## src/rtl/graphics_if.sv

```systemverilog
// Button, frame-tick and committed-output bundle between the pattern stage and its control sequencer.
interface graphics_if;
   logic       up;
   logic       down;
   logic       left;
   logic       right;
   logic       sel;
   logic       frame_tick;
   logic [1:0] pattern_sel;
   logic [9:0] obj_x;
   logic [9:0] obj_y;
   logic       update;

   modport master (
      output up, down, left, right, sel, frame_tick,
      input  pattern_sel, obj_x, obj_y, update
   );

   modport slave (
      input  up, down, left, right, sel, frame_tick,
      output pattern_sel, obj_x, obj_y, update
   );
endinterface

```

## src/rtl/graphics_ctrl.sv

```systemverilog
// Debounces buttons into pending requests and commits them once per frame to object position and pattern.
// Optional AUTO_CYCLE_EN adds a frame counter that advances the pattern every AUTO_FRAMES frames.
//
// state  | meaning
// IDLE   | collect pending presses, wait for frame_tick
// COMMIT | apply pending snapshot to outputs, clear pending (1 cycle)
module graphics_ctrl #(
    parameter int DEBOUNCE_CYCLES = 250000,
    parameter int H_ACTIVE        = 640,
    parameter int V_ACTIVE        = 480,
    parameter int OBJ_W           = 32,
    parameter int OBJ_H           = 32,
    parameter int STEP            = 8,
    parameter int NUM_PATTERNS    = 4
`ifdef AUTO_CYCLE_EN
    ,
    parameter int AUTO_FRAMES     = 120
`endif
) (
    input logic     clk,
    input logic     reset,
    graphics_if.slave gfx
);

    localparam int             CW        = (DEBOUNCE_CYCLES > 1) ? $clog2(DEBOUNCE_CYCLES) : 1;
    localparam logic [CW-1:0]  DB_RELOAD = CW'(DEBOUNCE_CYCLES - 1);
    localparam logic [9:0]     X_MAX     = 10'(H_ACTIVE - OBJ_W);
    localparam logic [9:0]     Y_MAX     = 10'(V_ACTIVE - OBJ_H);
    localparam logic [9:0]     X_INIT    = 10'((H_ACTIVE - OBJ_W) / 2);
    localparam logic [9:0]     Y_INIT    = 10'((V_ACTIVE - OBJ_H) / 2);
    localparam logic [9:0]     STEP_V    = 10'(STEP);
    localparam logic [1:0]     PAT_LAST  = 2'(NUM_PATTERNS - 1);

    localparam int B_UP = 0, B_DOWN = 1, B_LEFT = 2, B_RIGHT = 3, B_SEL = 4;

    typedef enum logic {IDLE, COMMIT} state_t;

    state_t        state, state_nx;
    logic [4:0]    btn_raw, sync1, sync2, db, db_prev, rise;
    logic [CW-1:0] db_cnt [5];
    logic [4:0]    pend, pend_nx;
    logic [9:0]    obj_x_q, obj_y_q, x_nx, y_nx;
    logic [1:0]    pat_q, pat_nx;
    logic          upd_q, upd_nx;
    logic          adv;
    logic [10:0]   x_inc, y_inc;

    assign btn_raw = {gfx.sel, gfx.right, gfx.left, gfx.down, gfx.up};
    assign rise    = db & ~db_prev;
    assign x_inc   = {1'b0, obj_x_q} + {1'b0, STEP_V};
    assign y_inc   = {1'b0, obj_y_q} + {1'b0, STEP_V};

    // Counter reloads whenever the synced level matches the accepted level, so any bounce restarts the wait.
    always_ff @(posedge clk) begin
        if (!reset) begin
            sync1   <= '0;
            sync2   <= '0;
            db      <= '0;
            db_prev <= '0;
            for (int i = 0; i < 5; i++) db_cnt[i] <= DB_RELOAD;
        end else begin
            sync1   <= btn_raw;
            sync2   <= sync1;
            db_prev <= db;
            for (int i = 0; i < 5; i++) begin
                if (sync2[i] == db[i]) begin
                    db_cnt[i] <= DB_RELOAD;
                end else if (db_cnt[i] == '0) begin
                    db[i]     <= sync2[i];
                    db_cnt[i] <= DB_RELOAD;
                end else begin
                    db_cnt[i] <= db_cnt[i] - 1'b1;
                end
            end
        end
    end

`ifdef AUTO_CYCLE_EN
    localparam int            FCW    = $clog2(AUTO_FRAMES + 1);
    localparam logic [FCW-1:0] FC_MAX = FCW'(AUTO_FRAMES);
    logic [FCW-1:0] fcnt, fcnt_nx;

    always_ff @(posedge clk) begin
        if (!reset) fcnt <= '0;
        else        fcnt <= fcnt_nx;
    end

    always_comb begin
        fcnt_nx = fcnt;
        if (state == IDLE && gfx.frame_tick && fcnt != FC_MAX) fcnt_nx = fcnt + 1'b1;
        if (state == COMMIT && adv)                           fcnt_nx = '0;
    end

    assign adv = pend[B_SEL] | (fcnt == FC_MAX);
`else
    assign adv = pend[B_SEL];
`endif

    always_ff @(posedge clk) begin
        if (!reset) begin
            state   <= IDLE;
            pend    <= '0;
            obj_x_q <= X_INIT;
            obj_y_q <= Y_INIT;
            pat_q   <= '0;
            upd_q   <= 1'b0;
        end else begin
            state   <= state_nx;
            pend    <= pend_nx;
            obj_x_q <= x_nx;
            obj_y_q <= y_nx;
            pat_q   <= pat_nx;
            upd_q   <= upd_nx;
        end
    end

    always_comb begin
        state_nx = state;
        pend_nx  = pend | rise;
        x_nx     = obj_x_q;
        y_nx     = obj_y_q;
        pat_nx   = pat_q;
        upd_nx   = 1'b0;
        case (state)
            IDLE: begin
                if (gfx.frame_tick) state_nx = COMMIT;
            end
            COMMIT: begin
                state_nx = IDLE;
                // Edges landing in this cycle survive the clear and go to the next frame.
                pend_nx  = rise;
                if (pend[B_LEFT] && !pend[B_RIGHT])
                    x_nx = (obj_x_q < STEP_V) ? 10'd0 : obj_x_q - STEP_V;
                else if (pend[B_RIGHT] && !pend[B_LEFT])
                    x_nx = (x_inc > {1'b0, X_MAX}) ? X_MAX : x_inc[9:0];
                if (pend[B_UP] && !pend[B_DOWN])
                    y_nx = (obj_y_q < STEP_V) ? 10'd0 : obj_y_q - STEP_V;
                else if (pend[B_DOWN] && !pend[B_UP])
                    y_nx = (y_inc > {1'b0, Y_MAX}) ? Y_MAX : y_inc[9:0];
                if (adv)
                    pat_nx = (pat_q == PAT_LAST) ? 2'd0 : pat_q + 2'd1;
                upd_nx = (x_nx != obj_x_q) || (y_nx != obj_y_q) || (pat_nx != pat_q);
            end
            default: state_nx = IDLE;
        endcase
    end

    assign gfx.pattern_sel = pat_q;
    assign gfx.obj_x       = obj_x_q;
    assign gfx.obj_y       = obj_y_q;
    assign gfx.update      = upd_q;

endmodule

```

## src/flat_wrapper.sv

```systemverilog
// flat-port wrapper written by rule: the top's interface ports become plain ports
module graphics_ctrl_flat 
#(
    parameter int DEBOUNCE_CYCLES = 250000,
    parameter int H_ACTIVE        = 640,
    parameter int V_ACTIVE        = 480,
    parameter int OBJ_W           = 32,
    parameter int OBJ_H           = 32,
    parameter int STEP            = 8,
    parameter int NUM_PATTERNS    = 4

)
  (clk, reset, gfx_up, gfx_down, gfx_left, gfx_right, gfx_sel, gfx_frame_tick, gfx_pattern_sel, gfx_obj_x, gfx_obj_y, gfx_update);
  graphics_if gfx_i ();
  input logic clk;
  input logic reset;
  input wire logic [$bits(gfx_i.up)-1:0] gfx_up;
  input wire logic [$bits(gfx_i.down)-1:0] gfx_down;
  input wire logic [$bits(gfx_i.left)-1:0] gfx_left;
  input wire logic [$bits(gfx_i.right)-1:0] gfx_right;
  input wire logic [$bits(gfx_i.sel)-1:0] gfx_sel;
  input wire logic [$bits(gfx_i.frame_tick)-1:0] gfx_frame_tick;
  output wire logic [$bits(gfx_i.pattern_sel)-1:0] gfx_pattern_sel;
  output wire logic [$bits(gfx_i.obj_x)-1:0] gfx_obj_x;
  output wire logic [$bits(gfx_i.obj_y)-1:0] gfx_obj_y;
  output wire logic [$bits(gfx_i.update)-1:0] gfx_update;
  assign gfx_i.up = gfx_up;
  assign gfx_i.down = gfx_down;
  assign gfx_i.left = gfx_left;
  assign gfx_i.right = gfx_right;
  assign gfx_i.sel = gfx_sel;
  assign gfx_i.frame_tick = gfx_frame_tick;
  assign gfx_pattern_sel = gfx_i.pattern_sel;
  assign gfx_obj_x = gfx_i.obj_x;
  assign gfx_obj_y = gfx_i.obj_y;
  assign gfx_update = gfx_i.update;
  graphics_ctrl #(.DEBOUNCE_CYCLES(DEBOUNCE_CYCLES), .H_ACTIVE(H_ACTIVE), .V_ACTIVE(V_ACTIVE), .OBJ_W(OBJ_W), .OBJ_H(OBJ_H), .STEP(STEP), .NUM_PATTERNS(NUM_PATTERNS)) u_core (.clk(clk), .reset(reset), .gfx(gfx_i));
endmodule
```

## config.mk

```make
export PLATFORM = sky130hd
export DESIGN_NAME = graphics_ctrl_flat
export DESIGN_NICKNAME = d
export VERILOG_FILES = /design/src/rtl/graphics_if.sv /design/src/rtl/graphics_ctrl.sv /design/src/flat_wrapper.sv
export SDC_FILE = /design/constraint.sdc
export NUM_CORES = 1
export LEC_CHECK = 0
export ABC_AREA = 1
export ABC_CLOCK_PERIOD_IN_PS = 3700
export CORE_MARGIN = 2
export CORE_UTILIZATION = 30
export CTS_BUF_LIST = sky130_fd_sc_hd__clkbuf_4 sky130_fd_sc_hd__clkbuf_8
export DETAILED_ROUTE_END_ITERATION = 7
export HOLD_SLACK_MARGIN = 0.08
export PLACE_DENSITY = 0.53
export SYNTH_ARGS = -nofsm -noshare
export SYNTH_HDL_FRONTEND = slang
export SYNTH_SLANG_ARGS = --single-unit
```

## constraint.sdc

```tcl
create_clock -name clk -period 3.7 [get_ports clk]
set_input_delay 1.11 -clock clk [delete_from_list [all_inputs] [get_ports clk]]
set_output_delay 1.11 -clock clk [all_outputs]
set_load 0.02 [all_outputs]
```

-- Word level (Yosys, flattened, before mapping)
Memories as Yosys holds them, arrays and structs flattened.
Cells that the tools add are included.
- add/sub/neg operators: 10
- magnitude comparators: 4
- equality and inequality tests: 9
- muxes and demuxes: 87
- bitwise logic cells: 24
- reductions and logical operators: 21
- operators by type and width (operator ; count):
    $mux 18 ; 15
    $mux 10 ; 10
    $logic_not 18->1 ; 5
    $sub 18x1->18 const B ; 5
    $mux 1 ; 57
    $add 10x4->11 const B ; 2
    $lt 10x4->1 const B ; 2
    $ne 10x10->1 ; 2
    $sub 10x4->10 const B ; 2
    $or 1x1->1 ; 15
    $reduce_and 2->1 ; 6
    $gt 11x10->1 const B ; 1
    $gt 11x9->1 const B ; 1
    $mux 2 ; 3
    $not 1->1 ; 6
    $and 5x5->5 ; 1
    $eq 1x1->1 ; 5
    $mux 5 ; 1
    $not 5->5 ; 1
    $or 5x5->5 ; 1
    $logic_and 1x1->1 ; 4
    $logic_not 1->1 ; 4
    $add 2x1->2 const B ; 1
    $eq 2x2->1 const B ; 1
    3 further kinds ; 4
- register bits after elaboration: 49
- bits in writable memories: 90
- input port bits: 8
- output and inout port bits: 23
- word-level logic and storage cells: 170
- memories: 1
- memory list (name ; words ; bits a word ; rd ports ; clocked after memory_dff ; write ports ; line ; text):
    u_core.db_cnt ; 5 ; 18 ; 5 ; 0 ; 5 ; graphics_ctrl.sv:40 ; logic [CW-1:0] db_cnt [5];

-- Depth between registers and ports, before layout
Gate-level depths: netlist of run 1.
- word-level depth: 9
- depth in mapped cells: 19
- gate-level depth less buffers: 19

-- Least setup slack after synthesis of run 1
No wires, ideal clock.
- kind: input to register
- from: input port reset
- to: memory u_core.db_cnt[4][14] (netlist bit) (data pin)
- setup time: 0.267 ns
- data arrival time: 2.216 ns
- data required time: 3.433 ns
- setup slack: 1.218 ns
- stages on the path: 9
- path buffers: 2
- path through: inv_1 > clkbuf_1 > a21oi_1 > o21ai_0 > nor2_1 > inv_1 > buf_4 > a21oi_1 > o21ai_0
- RTL lines (element ; line ; text):
    from (decl) ; flat_wrapper.sv:16 ; input logic reset;
    to (decl) ; graphics_ctrl.sv:40 ;

-- Worst setup path in the final report of run 1
- from: register u_core.obj_y_q[6] (netlist: u_core.gfx.obj_y[6])
- to: output port gfx_obj_y[6]
- RTL lines (element ; line ; text):
    from (decl) ; graphics_ctrl.sv:42 ; logic [9:0] obj_x_q, obj_y_q, x_nx, y_nx;
    from (signal assigned) ; graphics_ctrl.sv:111 ; obj_y_q <= y_nx;
    to (decl) ; flat_wrapper.sv:25 ; output wire logic [$bits(gfx_i.obj_y)-1:0] gfx_obj_y;
No word-level cell between the ends.

==> results of run 1 <==
-- state kept, by name, summed over array words and instances (netlist names) --
signal / count
u_core.sync2: 5
u_core.db: 5
u_core.sync1: 5
u_core.gfx.obj_y: 10
u_core.db_prev: 5
u_core.db_cnt: 90
u_core.gfx.update: 1
u_core.state: 1
u_core.gfx.pattern_sel: 2
u_core.gfx.obj_x: 10
u_core.pend: 5
-- area by class of cell --
| type | count | area, µm² | share of cell area |
|---|---|---|---|
| multi-input combinational | 744 | 3650 | 0.4078 |
| sequential | 139 | 3684 | 0.4116 |
| clock inverter | 13 | 126.4 | 0.01412 |
| clock buffer | 19 | 249.0 | 0.02782 |
| timing repair buffer | 35 | 337.8 | 0.03775 |
| tap | 330 | 412.9 | 0.04613 |
| inverter | 130 | 490.5 | 0.05480 |
-- stage by stage --
stage                     utilization  setup slack (ns)  hold slack [ns]  power (µW)  area (µm²)
after floorplan                     -             1.218           0.3905        1781        7903
after CTS                      0.3585            0.8010           0.4162        3025        8950
final                          0.3585            0.8446           0.4164        2969        8950
after global routing           0.3585            0.7148           0.4384        3111        8950
after detailed placement       0.3435            0.4960           0.3984        1810        8574
after global placement         0.3435            0.5064           0.3967        1809        8574
-- path summary, 6_finish.rpt --
kind,from,endpoint,depth (start not counted)
min reg2reg,u_core.sync1[0],u_core.sync2[0],2
max,u_core.gfx.obj_y[6],gfx_obj_y[6],1
max reg2reg,u_core.gfx.obj_y[3],u_core.gfx.update,16
min,u_core.sync1[0],u_core.sync2[0],2
-- cells in the final DEF (no fill, tap or decap), drive strengths merged, types with 20 or more instances in the layout --
master and instances:
nor2 141, clkdlybuf4s50 30, dfxtp 49, edfxtp 90, nand2 200, conb 90
inv 131, o21ai 54, xor2 20, a21oi 47, nand3 69
-- per-layer routing --
metal / global-route usage / vias to the layer above / wire [µm]
met4: 0.03339 / 0 / 130
met1: 0.1636 / 2796 / 7713
li1: - / 3296 / -
met3: 0.02725 / 8 / 479
met2: 0.2013 / 72 / 6942
met5: 0 / - / 0
-- cell families after synthesis --
family / share of synthesized area
other: 0.0004955
adders and majority gates: 0.01653
buffers and inverters: 0.07522
AOI/OAI and AO/OA: 0.1010
xor gates and xnor gates: 0.04050
DFF: 0.4867
and+or+nand+nor: 0.2795
-- worst reg2reg max path, stage by stage, from the launching register on --
cell     delay, ns
dfxtp_1       0.51
inv_1         0.18
ha_1          0.35
nor2_1        0.13
nand2_1       0.07
nor2_1        0.12
nand2_1       0.07
nand2_1       0.12
nand2_1       0.15
o21ai_1       0.19
nand3_1       0.09
nand2_1       0.11
nand2_1       0.06
nor2_1        0.14
nand3_1       0.10
nand2_1       0.06
inv_1         0.04
-- power groups by stage --
stage | clock, µW | combinational (µW) | sequential, µW
6_report | 1190 | 81.9 | 1690
5_1_grt | 1320 | 97.5 | 1700
4_1_cts | 1250 | 81.3 | 1690
3_5_place_dp | 0 | 81.0 | 1730
3_3_place_gp | 0 | 80.4 | 1730
2_1_floorplan | 0 | 57.4 | 1720
==> impl_metrics.ini, run 1 <==
[clocking]
clock_path_buffers = 2
ctsResizeCount = 0
clk_latency_ns = 0.43
cts_buffers = 17
cts_setup_buffers = 0
clock_sinks = 139
tritoncts = done
clkTransAtPathRegs_ns = 0.08
hold_buffers = 0
cts-htree-levels = 4
clockRootBuffer = clkbuf_8

[pwr]
p_leak_uw = 0.003601
p_sw_frac = 0.2247
vdd_drop_max_mv = 0.1684
clockPowerShare = 0.402
p_sw_uw = 667.3
p_int_uw = 2302
p_comb_frac = 0.028
power_frac_seq = 0.570
p_per_area_nw_per_um2 = 331.8

[placed_design]
numPlacedInstances = 1378
port-buffer-count = 30
place_congestion = 0.8178
hpwl_mm = 11.30

[timing]
slew_violations = 0
timing.final.crit_share = 0.7717
period_minus_slack_ns = 2.855
rsz0062_at_grt = false
slew_headroom = 0.6454
clock.fmax_mhz = 350.2
skew_ns = 0.01328
worst_slew_pin_slew_ns = 0.5300
setup_viol = 0
tns_ns = 0
finalHoldViolCount = 0

[synthesis]
synth_top_flop_cell = edfxtp_1
syn_area_um2 = 7569
ys_top_cells_by_count = 200 x nand2_1, 132 x nor2_1, 127 x inv_1, 90 x edfxtp_1, 67 x nand3_1
synthesis.instances = 939
ys_types = 43
yosysSeqAreaShare = 0.4867
synth_warnings = 0
avgSynthCellArea_um2 = 8.060
yosysTopAreaCell = edfxtp_1
synth_enable_flop_cells = 90
synthTopCellsByArea = edfxtp_1 36%, dfxtp_1 13%, nand2_1 9.9%, nor2_1 6.5%, inv_1 6.3%
synth.ff_latch_count = 139
yosysTopAreaCellShare = 0.3571
yosysMostFrequentCell = nand2_1
synthArstFlopShare = 0

[grt]
grt_max_degree = 21
grt.total_usage = 0.1228
grt_pass1_vias = 5768
grt-ovfl-total = 0
grt_antenna_before_repair = 0
grt_pass1_wl_mm = 26.52

[floorplanning]
pin_count = 31
rows = 58
dieArea_um2 = 26520
initial_core_util = 0.3032
core_um2 = 24960
die_w_um = 162.8
die_h_um = 162.8

[worst_setup_path]
cp_max_fo = 14
worstSetupStartpointType = flop
path_buf_inv = 1
cpPeakStageDelay_ns = 0.69
worstPathArrival_ns = 1.75
crit_type = reg -> out
cp.required_ns = 2.59
slowest_stage = clkdlybuf4s50_1
path_delay_family = buffers and inverters
rrSetupSlack_ns = 1.12
crit_path_cell_trace = clkdlybuf4s50_1
end_kind = output port

[layout]
instances_no_fill = 1410
drive_above_1_share = 0.06111
antenna_cells = 0
fillers = 2669
area_growth_pct = 18.25
layout.nets = 1085

[worst_hold_path]
holdCritPathClass = reg -> reg

[routing]
wl_per_cell_um = 10.83
vias_per_cell = 4.377
route.detailed.drc = 0
first_pass_iters = 4
drt_iter0_markers = 383
vias = 6172
ant_nets = 0
wl_mm = 15.27

[run]
max_cap_violations = 0

[outcome]
outcome = complete, no violations
No activity file was read; power rests on OpenSTA's default activity.
==> inputs of run 2 (changes only) <==
Settings changed: ABC_CLOCK_PERIOD_IN_PS 3700 to 2460, PLACE_DENSITY 0.53 to 0.55.
Clock period 3.7 ns to 2.46 ns, I/O delays scaled along.
==> impl_metrics.ini, run 2 (synthesis gave the netlist of run 1 again) <==
[outcome]
outcome = complete, no violations

[worst_setup_path]
worstSetupStartpointType = flop
critPathMostFrequentCell = inv_2
rrSetupSlack_ns = 0.13
end_kind = flop
slowest_stage = edfxtp_1
crit_type = reg -> reg
path_buf_inv = 5
cp_max_fo = 8
path_delay_family = simple AND/OR/NAND/NOR gates
worstPathArrival_ns = 2.52
cpPeakStageDelay_ns = 0.43
cp.required_ns = 2.65
crit_path_cell_trace = inv_2 -> ha_4 -> inv_2 -> nor2_2 -> inv_1 -> or2_4 -> nor2_4 -> nand4_4 -> nor3_4 -> nand2_2 -> nor2_4 -> nor2_2 -> inv_2 -> buf_6 -> a21oi_1

[routing]
wl_per_cell_um = 10.79
route.detailed.drc = 0
drt_iter0_markers = 283
wl_mm = 15.84
vias_per_cell = 4.350
vias = 6382
ant_nets = 0
first_pass_iters = 5

[placed_design]
port-buffer-count = 30
place_worst_setup_slack_ns = 0.03192
place_congestion = 0.8409
hpwl_mm = 11.78

[grt]
grt_pass1_vias = 5939
grt_antenna_before_repair = 0
grt.total_usage = 0.1246
grt-ovfl-total = 0
grt_max_degree = 21
grt_pass1_wl_mm = 27.01

[worst_hold_path]
holdCritPathClass = reg -> reg

[layout]
regMostFlops = u_core.db_cnt
area_growth_pct = 26.20
final_common_cell = nand2_1
drive_above_1_share = 0.1434
final_cell_mix = 190 x nand2_1, 123 x inv_1, 122 x nor2_1
antenna_cells = 0
fillers = 2621
layout.nets = 1142
largest_reg_flops = 90

[timing]
period_minus_slack_ns = 2.330
setup_ws_ns = 0.1298
skew_ns = 0.01629
worst_slew_pin_slew_ns = 0.5458
slew_headroom = 0.6357
worst_hold_slack_ns = 0.4165
timing.final.crit_share = 0.9472
finalHoldViolCount = 0
rsz0062_at_grt = true
setup_viol = 0
slew_violations = 0
clock.fmax_mhz = 429.2

[floorplanning]
rows = 58
die_w_um = 162.8
dieArea_um2 = 26520
initial_core_util = 0.3032
core_um2 = 24960
die_h_um = 162.8
pin_count = 31

[pwr]
vdd_drop_max_mv = 0.2663
p_sw_frac = 0.2341
power.total_uw = 4520
p_sw_uw = 1058
p_comb_frac = 0.031
p_int_uw = 3461
p_leak_uw = 0.003890
p_per_area_nw_per_um2 = 473.2
power_frac_seq = 0.564
clockPowerShare = 0.405

[clocking]
tritoncts = done
clock_sinks = 139
clock_path_buffers = 2
clockRootBuffer = clkbuf_8
cts_buffers = 17
clk_latency_ns = 0.44
cts-htree-levels = 4
clkTransAtPathRegs_ns = 0.09
hold_buffers = 0

[run]
max_cap_violations = 0
==> run 2: cell count changes in the layout (fill, tap and decap cells not counted), moves of 5 or more <==
cell     previous run  this run
buf_4               5        60
nand2_1           200       190
nand2_2             0        10
nor2_1            132       122
dfxtp_1            49        41
dfxtp_2             0         8
nor2_2              7        14
nor3_4              0         5
==> run 2: power by group through the flow <==
stage	Sequential (µW)	Combinational [µW]	Clock [µW]
5_1_grt	2550	163	2010
3_5_place_dp	2600	133	0
3_3_place_gp	2600	132	0
2_1_floorplan	2590	86.3	0
4_1_cts	2550	133	1910
6_report	2550	139	1830
==> run 2: path summary, 6_finish.rpt <==
kind | end | cells after the start | from
hold reg to reg | u_core.sync2[3] | 2 | u_core.sync1[3]
setup / recovery | u_core.db_cnt[1][10] | 15 | u_core.db_cnt[1][0]
hold / removal | u_core.sync2[3] | 2 | u_core.sync1[3]
setup reg to reg | u_core.db_cnt[1][10] | 15 | u_core.db_cnt[1][0]
==> run 2: layout make-up <==
cell class,count,area (µm²),area share
well taps,330,412.9,0.04323
repair buffers,91,760.7,0.07964
multi-input cells,744,3805,0.3983
inverters,130,490.5,0.05135
clock buffers,17,234.0,0.02450
repair inverters,1,7.507,0.0007860
flip-flops and latches,139,3694,0.3867
clock inverters,15,147.6,0.01546
==> run 2: metrics by stage <==
stage / TNS, ns / util / cells / instance area (µm²)
6_report: 0 / 0.3826 / 1467 / 9552
5_1_grt: -0.2131 / 0.3826 / 1467 / 9552
4_1_cts: 0 / 0.3708 / 1450 / 9256
3_5_place_dp: 0 / 0.3555 / 1418 / 8875
3_3_place_gp: 0 / 0.3555 / 1418 / 8875
2_1_floorplan: 0 / - / 1028 / 7903
==> run 2: repair_timing <==
| action | CTS | global route |
|---|---|---|
| pin swaps | 0 | 13 |
| cloned | 0 | 1 |
| buffers inserted | 0 | 17 |
| setup endpoints to repair | 2 | 62 |
| gates resized for setup | 2 | 49 |
| hold endpoints to repair | 0 | 0 |
==> run 2: tightest hold or removal path: stages (launching register included) <==
cell and delay, ns:
dfxtp_1 0.31, nand2_1 0.04, inv_1 0.04
==> run 2: layer usage <==
layer / wire, µm / global-route usage / vias up
li1: - / - / 3414
met1: 7899 / 0.1643 / 2854
met2: 7129 / 0.1980 / 101
met3: 593 / 0.03132 / 13
met4: 212 / 0.04505 / 0
met5: 0 / 0 / -
==> inputs of run 3 (changes only) <==
Settings changed: ABC_AREA 1 to default.
==> impl_metrics.ini, run 3 <==
[outcome]
outcome = complete, no violations

[floorplanning]
die_h_um = 162.7
core_um2 = 24960
die_w_um = 162.7
dieArea_um2 = 26470
pin_count = 31
rows = 58
initial_core_util = 0.3026

[layout]
regMostFlops = u_core.db_cnt
final_cell_mix = 95 x buf_4, 90 x edfxtp_1, 90 x conb_1
final_area_um2 = 9814
drive_above_1_share = 0.1935
fin_util = 0.3931
fillers = 2586
final_common_cell = buf_4
antenna_cells = 0
layout.nets = 1018
largest_reg_flops = 90
area_growth_pct = 29.91

[clocking]
hold_buffers = 0
clockRootBuffer = clkbuf_8
clk_latency_ns = 0.45
cts-htree-levels = 4
clock_sinks = 139
cts_buffers = 17
clkTransAtPathRegs_ns = 0.09
clock_path_buffers = 2
tritoncts = done

[synthesis]
yosysTopAreaCell = edfxtp_1
ys_types = 70
synth.ff_latch_count = 139
ys_top_cells_by_count = 90 x edfxtp_1, 89 x nand2_1, 88 x nor2_1, 57 x xnor2_1, 49 x dfxtp_1
synthTopCellsByArea = edfxtp_1 36%, dfxtp_1 13%, xnor2_1 6.6%, nand2_1 4.4%, nor2_1 4.4%
synthArstFlopShare = 0
yosysSeqAreaShare = 0.4876
synth_top_flop_cell = edfxtp_1
synth_enable_flop_cells = 90
yosysTopAreaCellShare = 0.3577
synth_warnings = 0
avgSynthCellArea_um2 = 9.527
syn_area_um2 = 7555
synthesis.instances = 793
yosysMostFrequentCell = edfxtp_1

[placed_design]
port-buffer-count = 30
place_congestion = 0.9052
placed_area_um2 = 9211
hpwl_mm = 12.27

[timing]
slew_headroom = 0.5464
skew_ns = 0.01388
worst_slew_pin_slew_ns = 0.6790
clock.fmax_mhz = 409.2
finalHoldViolCount = 0
period_minus_slack_ns = 2.444
slew_violations = 0
setup_viol = 0
rsz0062_at_grt = true
timing.final.crit_share = 0.9935

[pwr]
vdd_drop_max_mv = 0.3820
power.total_uw = 4701
p_per_area_nw_per_um2 = 479.0
p_leak_uw = 0.003379

[routing]
first_pass_iters = 5
vias_per_cell = 4.550
ant_nets = 0
wl_mm = 16.72
vias = 6110
route.detailed.drc = 0
wl_per_cell_um = 12.45
drt_iter0_markers = 290

[grt]
grt-ovfl-total = 0
grt_antenna_before_repair = 0
grt_max_degree = 25
grt_pass1_vias = 5839
grt_pass1_wl_mm = 28.19
grt.total_usage = 0.1327

[worst_setup_path]
worstPathArrival_ns = 2.77
cpPeakStageDelay_ns = 0.56
worstSetupStartpointType = flop
path_buf_inv = 0
crit_path_cell_trace = or4_4 -> nor2_4 -> nand2_2 -> or4_4 -> or3_4 -> and2_2 -> nand2_2
end_kind = flop
path_delay_family = simple AND/OR/NAND/NOR gates
slowest_stage = or4_4
cp.required_ns = 2.78
crit_type = reg -> reg
cp_max_fo = 4

[worst_hold_path]
holdCritPathClass = reg -> reg

[run]
max_cap_violations = 0
run 3: changes by cell type in the layout (fill, tap and decap cells not counted), moves of 10 or more:
cell,change
xnor2_1,+41
inv_1,-92
buf_4,+35
nand2_1,-104
nand4_1,-10
or3_1,+10
and2_1,+20
nand3_1,-43
o21ai_0,-14
nor2_1,-38
or4_1,+11
a21oi_1,-19
nor3_1,+18
nor2_2,-10
run 3: cells by family after synthesis:
family	after synthesis	synth area share
xor gates and xnor gates	82	0.09506
AOI/OAI and AO/OA	128	0.1108
buffers and inverters	61	0.03312
muxes	9	0.01192
and+or+nand+nor	363	0.2445
DFF	139	0.4876
other	1	0.0004964
adders and majority gates	10	0.01656
run 3: final cells by class:
class / instances / area [µm²] / area share
Clock inverter: 14 / 168.9 / 0.01721
Timing Repair Buffer: 127 / 1049 / 0.1068
Inverter: 32 / 120.1 / 0.01224
Tap cell: 330 / 412.9 / 0.04207
Clock buffer: 18 / 241.5 / 0.02460
Multi-Input combinational cell: 683 / 4120 / 0.4198
Sequential cell: 139 / 3702 / 0.3772
run 3: through the flow:
stage	hold slack (ns)	setup TNS (ns)	worst slack [ns]	instances
6_report	0.4392	0	0.01596	1343
5_1_grt	0.4607	-0.3728	-0.06544	1343
4_1_cts	0.4464	0	0.006644	1338
3_5_place_dp	0.4213	-0.2500	-0.04274	1304
3_3_place_gp	0.4206	-0.006196	-0.003882	1304
2_1_floorplan	0.4119	-0.02215	-0.02215	882
run 3: layer usage:
metal | track usage | vias to the layer above | routed length (µm)
li1 | - | 3164 | -
met1 | 0.1766 | 2820 | 8125
met2 | 0.2107 | 107 | 7670
met3 | 0.02699 | 19 | 627
met4 | 0.05430 | 0 | 299
met5 | 0 | - | 0
run 3: final timing paths:
check	cells past startpoint	start	end	slack (ns)
worst max-delay path	7	u_core.db_cnt[1][3]	u_core.db_cnt[1][15]	0.02
worst min-delay path	1	u_core.sync1[4]	u_core.sync2[4]	0.44
worst max register to register	7	u_core.db_cnt[1][3]	u_core.db_cnt[1][15]	0.02
worst min register to register	1	u_core.sync1[4]	u_core.sync2[4]	0.44
run 3: repair_timing:
| item | 4_1_cts | 5_1_grt |
|---|---|---|
| buffers inserted | 2 | 4 |
| resized for setup | 7 | 30 |
| pin swaps | 1 | 9 |
| endpoints found under the setup margin | 14 | 52 |
| cloned | 0 | 1 |
run 3: report_power, final:
part           switching [µW]  leakage, µW  internal [µW]
sequential               37.9      0.00115           2510
combinational             105      0.00201           79.6
clock                     943     0.000212           1020
total                    1090      0.00338           3610
